<file path="config.mk">
export PLATFORM = sky130hd
export DESIGN_NAME = sseg_scan
export DESIGN_NICKNAME = d
export VERILOG_FILES = /design/src/rtl/sseg_scan.sv
export SDC_FILE = /design/constraint.sdc
export NUM_CORES = 1
export LEC_CHECK = 0
export CORE_MARGIN = 4
export CORE_UTILIZATION = 40
export CTS_BUF_LIST = sky130_fd_sc_hd__clkbuf_8
export DETAILED_ROUTE_END_ITERATION = 16
export SLEW_MARGIN = 20
export SYNTH_ARGS = -nofsm -noshare
export SYNTH_HDL_FRONTEND = slang
export SYNTH_SLANG_ARGS = --single-unit
</file>
<file path="constraint.sdc">
create_clock -name clk -period 2.1 [get_ports clk]
set_input_delay 0.315 -clock clk [delete_from_list [all_inputs] [get_ports clk]]
set_output_delay 0.315 -clock clk [all_outputs]
set_load 0.02 [all_outputs]
</file>
<file path="src/rtl/sseg_scan.sv">
// Multiplexed D-digit common-anode seven-segment scanner with double-buffered
// loading, per-digit dp/blank, leading-zero blanking and PWM brightness.
module sseg_scan #(
    parameter int unsigned D  = 4,
    parameter int unsigned N  = 16,
    parameter int unsigned BW = 4
) (
    input  logic            clk,
    input  logic            rst_n,
    input  logic [4*D-1:0]  in,
    input  logic [D-1:0]    dp,
    input  logic [D-1:0]    blank,
    input  logic            load,
    input  logic            lzb,
    input  logic [BW-1:0]   bright,
    output logic [7:0]      c,
    output logic [D-1:0]    an,
    output logic            frame
);

    localparam int unsigned IW = $clog2(D);
    localparam int unsigned DW = 4 * D;

    logic [N-1:0]  presc;
    logic [IW-1:0] idx;
    logic [DW-1:0] pend_in,    act_in;
    logic [D-1:0]  pend_dp,    act_dp;
    logic [D-1:0]  pend_blank, act_blank;
    logic          pend_valid;

    logic          wrap_c;
    logic          boundary_c;
    logic [3:0]    nib_c;
    logic          dp_c;
    logic          blank_c;
    logic          supp_c;
    logic          zrun_c;
    logic          lit_c;
    logic [7:0]    c_c;
    logic [D-1:0]  an_c;

    // Active-low g..a pattern for one hex nibble.
    function automatic logic [6:0] hex7(input logic [3:0] h);
        case (h)
            4'h0:    hex7 = 7'h40;
            4'h1:    hex7 = 7'h79;
            4'h2:    hex7 = 7'h24;
            4'h3:    hex7 = 7'h30;
            4'h4:    hex7 = 7'h19;
            4'h5:    hex7 = 7'h12;
            4'h6:    hex7 = 7'h02;
            4'h7:    hex7 = 7'h78;
            4'h8:    hex7 = 7'h00;
            4'h9:    hex7 = 7'h10;
            4'hA:    hex7 = 7'h08;
            4'hB:    hex7 = 7'h03;
            4'hC:    hex7 = 7'h27;
            4'hD:    hex7 = 7'h21;
            4'hE:    hex7 = 7'h06;
            default: hex7 = 7'h0E;
        endcase
    endfunction

    assign wrap_c     = (presc == '1);
    assign boundary_c = wrap_c && (idx == IW'(D - 1));

    // Select the current digit; zrun_c walks down from the top digit so that at
    // digit k it says whether digits k..D-1 are all zero with no dp.
    always_comb begin
        nib_c   = 4'h0;
        dp_c    = 1'b0;
        blank_c = 1'b0;
        supp_c  = 1'b0;
        zrun_c  = 1'b1;
        for (int k = int'(D) - 1; k >= 0; k--) begin
            zrun_c = zrun_c && (act_in[4*k +: 4] == 4'h0) && !act_dp[k];
            if (idx == IW'(k)) begin
                nib_c   = act_in[4*k +: 4];
                dp_c    = act_dp[k];
                blank_c = act_blank[k];
                supp_c  = lzb && (k != 0) && zrun_c;
            end
        end
    end

    assign lit_c = !blank_c && !supp_c && (presc[N-1 -: BW] < bright);
    assign an_c  = lit_c ? ~(D'(1) << idx) : '1;
    assign c_c   = lit_c ? {~dp_c, hex7(nib_c)} : 8'hFF;

    always_ff @(posedge clk) begin
        if (!rst_n) begin
            presc      <= '0;
            idx        <= '0;
            pend_in    <= '0;
            pend_dp    <= '0;
            pend_blank <= '0;
            pend_valid <= 1'b0;
            act_in     <= '0;
            act_dp     <= '0;
            act_blank  <= '0;
            c          <= 8'hFF;
            an         <= '1;
            frame      <= 1'b0;
        end else begin
            presc <= presc + N'(1);
            if (wrap_c) begin
                idx <= boundary_c ? '0 : idx + IW'(1);
            end
            // Boundary promotes the old pending value; a coincident load refills pending.
            if (boundary_c && pend_valid) begin
                act_in    <= pend_in;
                act_dp    <= pend_dp;
                act_blank <= pend_blank;
            end
            if (load) begin
                pend_in    <= in;
                pend_dp    <= dp;
                pend_blank <= blank;
            end
            pend_valid <= load || (pend_valid && !boundary_c);
            c          <= c_c;
            an         <= an_c;
            frame      <= boundary_c;
        end
    end

endmodule

</file>
==> results by group, run 1 <==
Status
  – Run status: finished clean

CTS
  – CTS tree: yes
  – Post-CTS clock slew at the launch and capture registers of the worst setup and hold paths: ~0.08 ns
  – Clock sink total: 80
  – H-tree Lvls: 3
  – Clock Tree Buf Depth: 2
  – Root Buffer Master: sky130_fd_sc_hd__clkbuf_8
  – Clk Latency, worst-skew pair: approximately 0.34 ns
  – Clock buffer count from CTS: 9

Detailed routing
  – Residual DRC: 0
  – Per-cell routed wire length: 12.9 microns
  – Initial DRT Pass Iterations: 4
  – Number of DRC markers after the initial detailed-route iteration: around 110
  – Routed via count divided by cell count: 4.89
  – Detailed-route via count: between 2,000 and 3,000
  – Final wirelength: 7.26 mm
  – Final ANT Viol Nets: 0

Worst setup path
  – Reg2Reg Setup Slack: 0.06 ns
  – Critical Path, Cell by Cell: buf_4 > ha_1 > nand4bb_1 > a32oi_2 > buf_4 > ha_1 > nand3_1 > o2111ai_2
  – Number of buffer and inverter stages on the critical path: 2
  – Worst Path Arrival: 2.26 ns
  – Number of cell instances on the worst register-to-register path: 8
  – Highest-delay cell along the critical path: sky130_fd_sc_hd__dfxtp_2
  – Top Family by Delay on Critical Path: adder cells
  – Required time of the critical path: 2.32 ns
  – Peak per-stage delay on the critical path: between 0.3 and 0.4 ns
  – Worst setup SP type: flip-flop
  – Category of the critical setup timing path: reg -> reg
  – Maximum fanout along the worst path: 6
  – FF-to-FF Start: idx[0]$_SDFFE_PN0N_
  – Endpoint of the worst register-to-register path: c[3]$_SDFF_PN1_
  – Worst setup EP type: flip-flop

STA
  – Final setup violation count: 0
  – Final hold viol count: 0
  – Timing-limited maximum frequency: about 490 MHz
  – Worst slew margin: 0.721
  – Number of max-slew violations in the final report: 0
  – Worst clock skew: just under 0.009 ns
  – Crit share post-route: 0.971
  – Worst Slack Setup Final: between 0.06 and 0.07 ns
  – Unrepaired setup endpoints after global routing: yes
  – Final min period: a little over 2 ns
  – Worst-Margin Slew: 0.419 ns

Global route
  – Vias in the first global route: about 2,500
  – Overall global routing resource usage: 0.131
  – First-pass GRT wire length: around 12 mm
  – Largest net degree at the start of global routing: 93
  – Final global-route overflow total: 0
  – Number of antenna violations at the first check in global routing: 0

Worst hold path
  – Tightest Hold Check Type: reg -> reg
  – Hold path startpoint: pend_in[14]$_SDFFE_PN0P_
  – Terminating pin of the worst hold path: act_in[14]$_SDFFE_PN0P_
  – Cell count of the worst hold path: 2

Final layout
  – Post-route standard cell area excluding fillers: about 4600 sq um
  – Area of the multi-input gates: just under 2000 sq um
  – Fraction of final layout cells sized beyond drive strength 1: 0.160
  – Fillcell total: between 800 and 900
  – Diode insertion count for antenna repair: 0
  – Total area of sequential cells: roughly 1600 sq um
  – Layout Nets: between 400 and 500
  – Synthesis-to-finish area growth: 25.5%

Synthesis
  – Cell with the most instances after synthesis: sky130_fd_sc_hd__dfxtp_1
  – Number of warnings reported in the yosys synthesis log: 0
  – Synth top cells by count: sky130_fd_sc_hd__dfxtp_1, sky130_fd_sc_hd__nand2_1, sky130_fd_sc_hd__nor2b_1, sky130_fd_sc_hd__nand3_1, sky130_fd_sc_hd__mux2i_1
  – Post-synthesis instance area: 3660 sq um
  – Yosys top cell area share: 0.437
  – Fraction of synthesis flops using an asynchronous set or reset pin: 0
  – Yosys reg bits: 80
  – Main synth FF type: sky130_fd_sc_hd__dfxtp_1
  – Cell type with the highest aggregate area in the netlist: sky130_fd_sc_hd__dfxtp_1
  – Gate count of the mapped netlist: roughly 390
  – Number of flops mapped to enable cells by yosys: 0
  – Largest cells by area after synthesis: sky130_fd_sc_hd__dfxtp_1, sky130_fd_sc_hd__mux2i_1, sky130_fd_sc_hd__nor2b_1
  – Post-synthesis net count: between 400 and 500
  – Distinct cells, synth: 51
  – Sequential fraction of the synthesis area: 0.437
  – Average cell area after synthesis: slightly above 9 sq um

Place
  – Detailed Place HPWL: roughly 4.9 mm
  – PortBufs: 44
  – Placement-stage worst setup slack: -0.0492 ns
  – Post-placement cell area: between 4000 and 5000 sq um
  – Routability congestion estimate: between 0.7 and 0.8

Floorplanning
  – Core region area: between 8000 and 9000 sq um
  – Total I/O pin count: 45
  – Area enclosed by the die boundary: between 10,000 and 15,000 sq um
  – Die Y-Extent: around 100 microns
  – Width of the die: ~100 microns
  – Initial Utilization: 0.416
  – Total number of placement rows: 34

Power
  – Pwr/cell area: ~640 nW/um^2
  – Worst vdd rail ir drop: about 0.3 mV
  – LEAKAGE: 1.80 nW

Flow run
  – Max-Cap Viols: 0
[cell usage in the layout (no fill, tap or decap), types with 3 or more instances in the layout]
master and instances:
sky130_fd_sc_hd__ha_1 9, sky130_fd_sc_hd__nand3_1 30, sky130_fd_sc_hd__nand4_1 5, sky130_fd_sc_hd__xnor2_1 8, sky130_fd_sc_hd__a211oi_2 3, sky130_fd_sc_hd__inv_2 4, sky130_fd_sc_hd__nor3_1 4, sky130_fd_sc_hd__nor2b_1 33
sky130_fd_sc_hd__ha_4 3, sky130_fd_sc_hd__a21oi_1 12, sky130_fd_sc_hd__nor2_1 7, sky130_fd_sc_hd__xor2_1 4, sky130_fd_sc_hd__buf_4 25, sky130_fd_sc_hd__dfxtp_1 78, sky130_fd_sc_hd__clkdlybuf4s50_1 43, sky130_fd_sc_hd__nand3b_1 5
sky130_fd_sc_hd__buf_2 3, sky130_fd_sc_hd__o21ai_1 21, sky130_fd_sc_hd__and3_1 3, sky130_fd_sc_hd__and2_1 12, sky130_fd_sc_hd__clkbuf_8 10, sky130_fd_sc_hd__o211ai_1 3, sky130_fd_sc_hd__o21ai_0 9, sky130_fd_sc_hd__mux2i_1 26
sky130_fd_sc_hd__nand2_1 43, sky130_fd_sc_hd__inv_1 7
[how the worst max path moves through the flow]
stage / start / to / cells after the start
2_1_floorplan: idx[1]$_SDFFE_PN0N_ / c[4]$_SDFF_PN1_ / 10
3_3_place_gp: bright[2] / c[5]$_SDFF_PN1_ / 8
3_5_place_dp: bright[2] / c[5]$_SDFF_PN1_ / 8
4_1_cts: idx[0]$_SDFFE_PN0N_ / c[3]$_SDFF_PN1_ / 8
5_1_grt: idx[0]$_SDFFE_PN0N_ / c[3]$_SDFF_PN1_ / 8
6_report: idx[0]$_SDFFE_PN0N_ / c[3]$_SDFF_PN1_ / 8
[layer usage]
metal,track usage,share of wire,vias up
met5,0,0,-
met1,0.183,0.52,1210
li1,-,-,1480
met3,0.0292,0.045,12
met2,0.195,0.42,55
met4,0.0541,0.019,0
[where the power goes]
group | leakage, nW | internal [mW] | switching [mW]
logic | 1.04 | 0.124 | 0.0901
registers | 0.654 | 1.56 | 0.0225
clock network | 0.0989 | 0.586 | 0.565
total | 1.80 | 2.27 | 0.678
[logic make-up (layout without fill, tap and decap cells)]
kind of cell	count (synthesis)	count (layout)	synth area share
AO/OA/AOI/OAI	62	62	0.111
multiplexers	26	26	0.0711
flip-flops	80	80	0.437
adder cells (fa/ha/maj)	14	14	0.0478
XOR/XNOR	12	12	0.0287
buffers and inverters	37	100	0.0526
AND/OR/NAND/NOR	162	162	0.251
[sequential cells by signal (all words and copies together), names as in the netlist]
register	cells
act_in	16
pend_blank	4
act_blank	4
presc	16
act_dp	4
an	4
pend_dp	4
frame	1
pend_in	16
pend_valid	1
c	8
idx	2
[stage by stage]
step,TNS [ns],power (mW),cells,utilization,hold WS [ns]
floorplan,0,1.73,393,-,0.428
global placement,-0.00519,1.83,541,0.485,0.440
detailed placement,-0.129,1.83,541,0.485,0.443
CTS,0,2.99,557,0.509,0.454
global route,-0.146,3.08,564,0.522,0.475
finish,0,2.94,564,0.522,0.445
[final cells by class]
| type | count | area share |
|---|---|---|
| Tap cell | 108 | 0.0294 |
| Timing Repair Buffer | 73 | 0.147 |
| Inverter | 11 | 0.00899 |
| Multi-Input combinational cell | 276 | 0.421 |
| Sequential cell | 80 | 0.350 |
| Clock buffer | 10 | 0.0300 |
| Clock inverter | 6 | 0.0147 |
[worst register-to-register path, cell delays in order, from the launching register on]
cell and delay, ns:
sky130_fd_sc_hd__dfxtp_2 0.39, sky130_fd_sc_hd__buf_4 0.13, sky130_fd_sc_hd__ha_1 0.25, sky130_fd_sc_hd__nand4bb_1 0.17, sky130_fd_sc_hd__a32oi_2 0.34, sky130_fd_sc_hd__buf_4 0.19
sky130_fd_sc_hd__ha_1 0.24, sky130_fd_sc_hd__nand3_1 0.09, sky130_fd_sc_hd__o2111ai_2 0.12
[repair_timing]
action,in CTS,in global routing
endpoints found under the setup margin,6,12
hold buffers,0,0
setup buffers,0,6
cloned,0,1
pin swaps,1,3
resized for setup,2,18
(Power assumes the default switching activity.)
==> run 2, diff against run 1 <==
--- a/config.mk
+++ b/config.mk
@@ -9,7 +9,7 @@
 export CORE_UTILIZATION = 40
 export CTS_BUF_LIST = sky130_fd_sc_hd__clkbuf_8
 export DETAILED_ROUTE_END_ITERATION = 16
-export SLEW_MARGIN = 20
+export SLEW_MARGIN = 5
 export SYNTH_ARGS = -nofsm -noshare
 export SYNTH_HDL_FRONTEND = slang
 export SYNTH_SLANG_ARGS = --single-unit
==> results of run 2 <==
The final DEF is identical to that of run 1; final timing and power are the same.
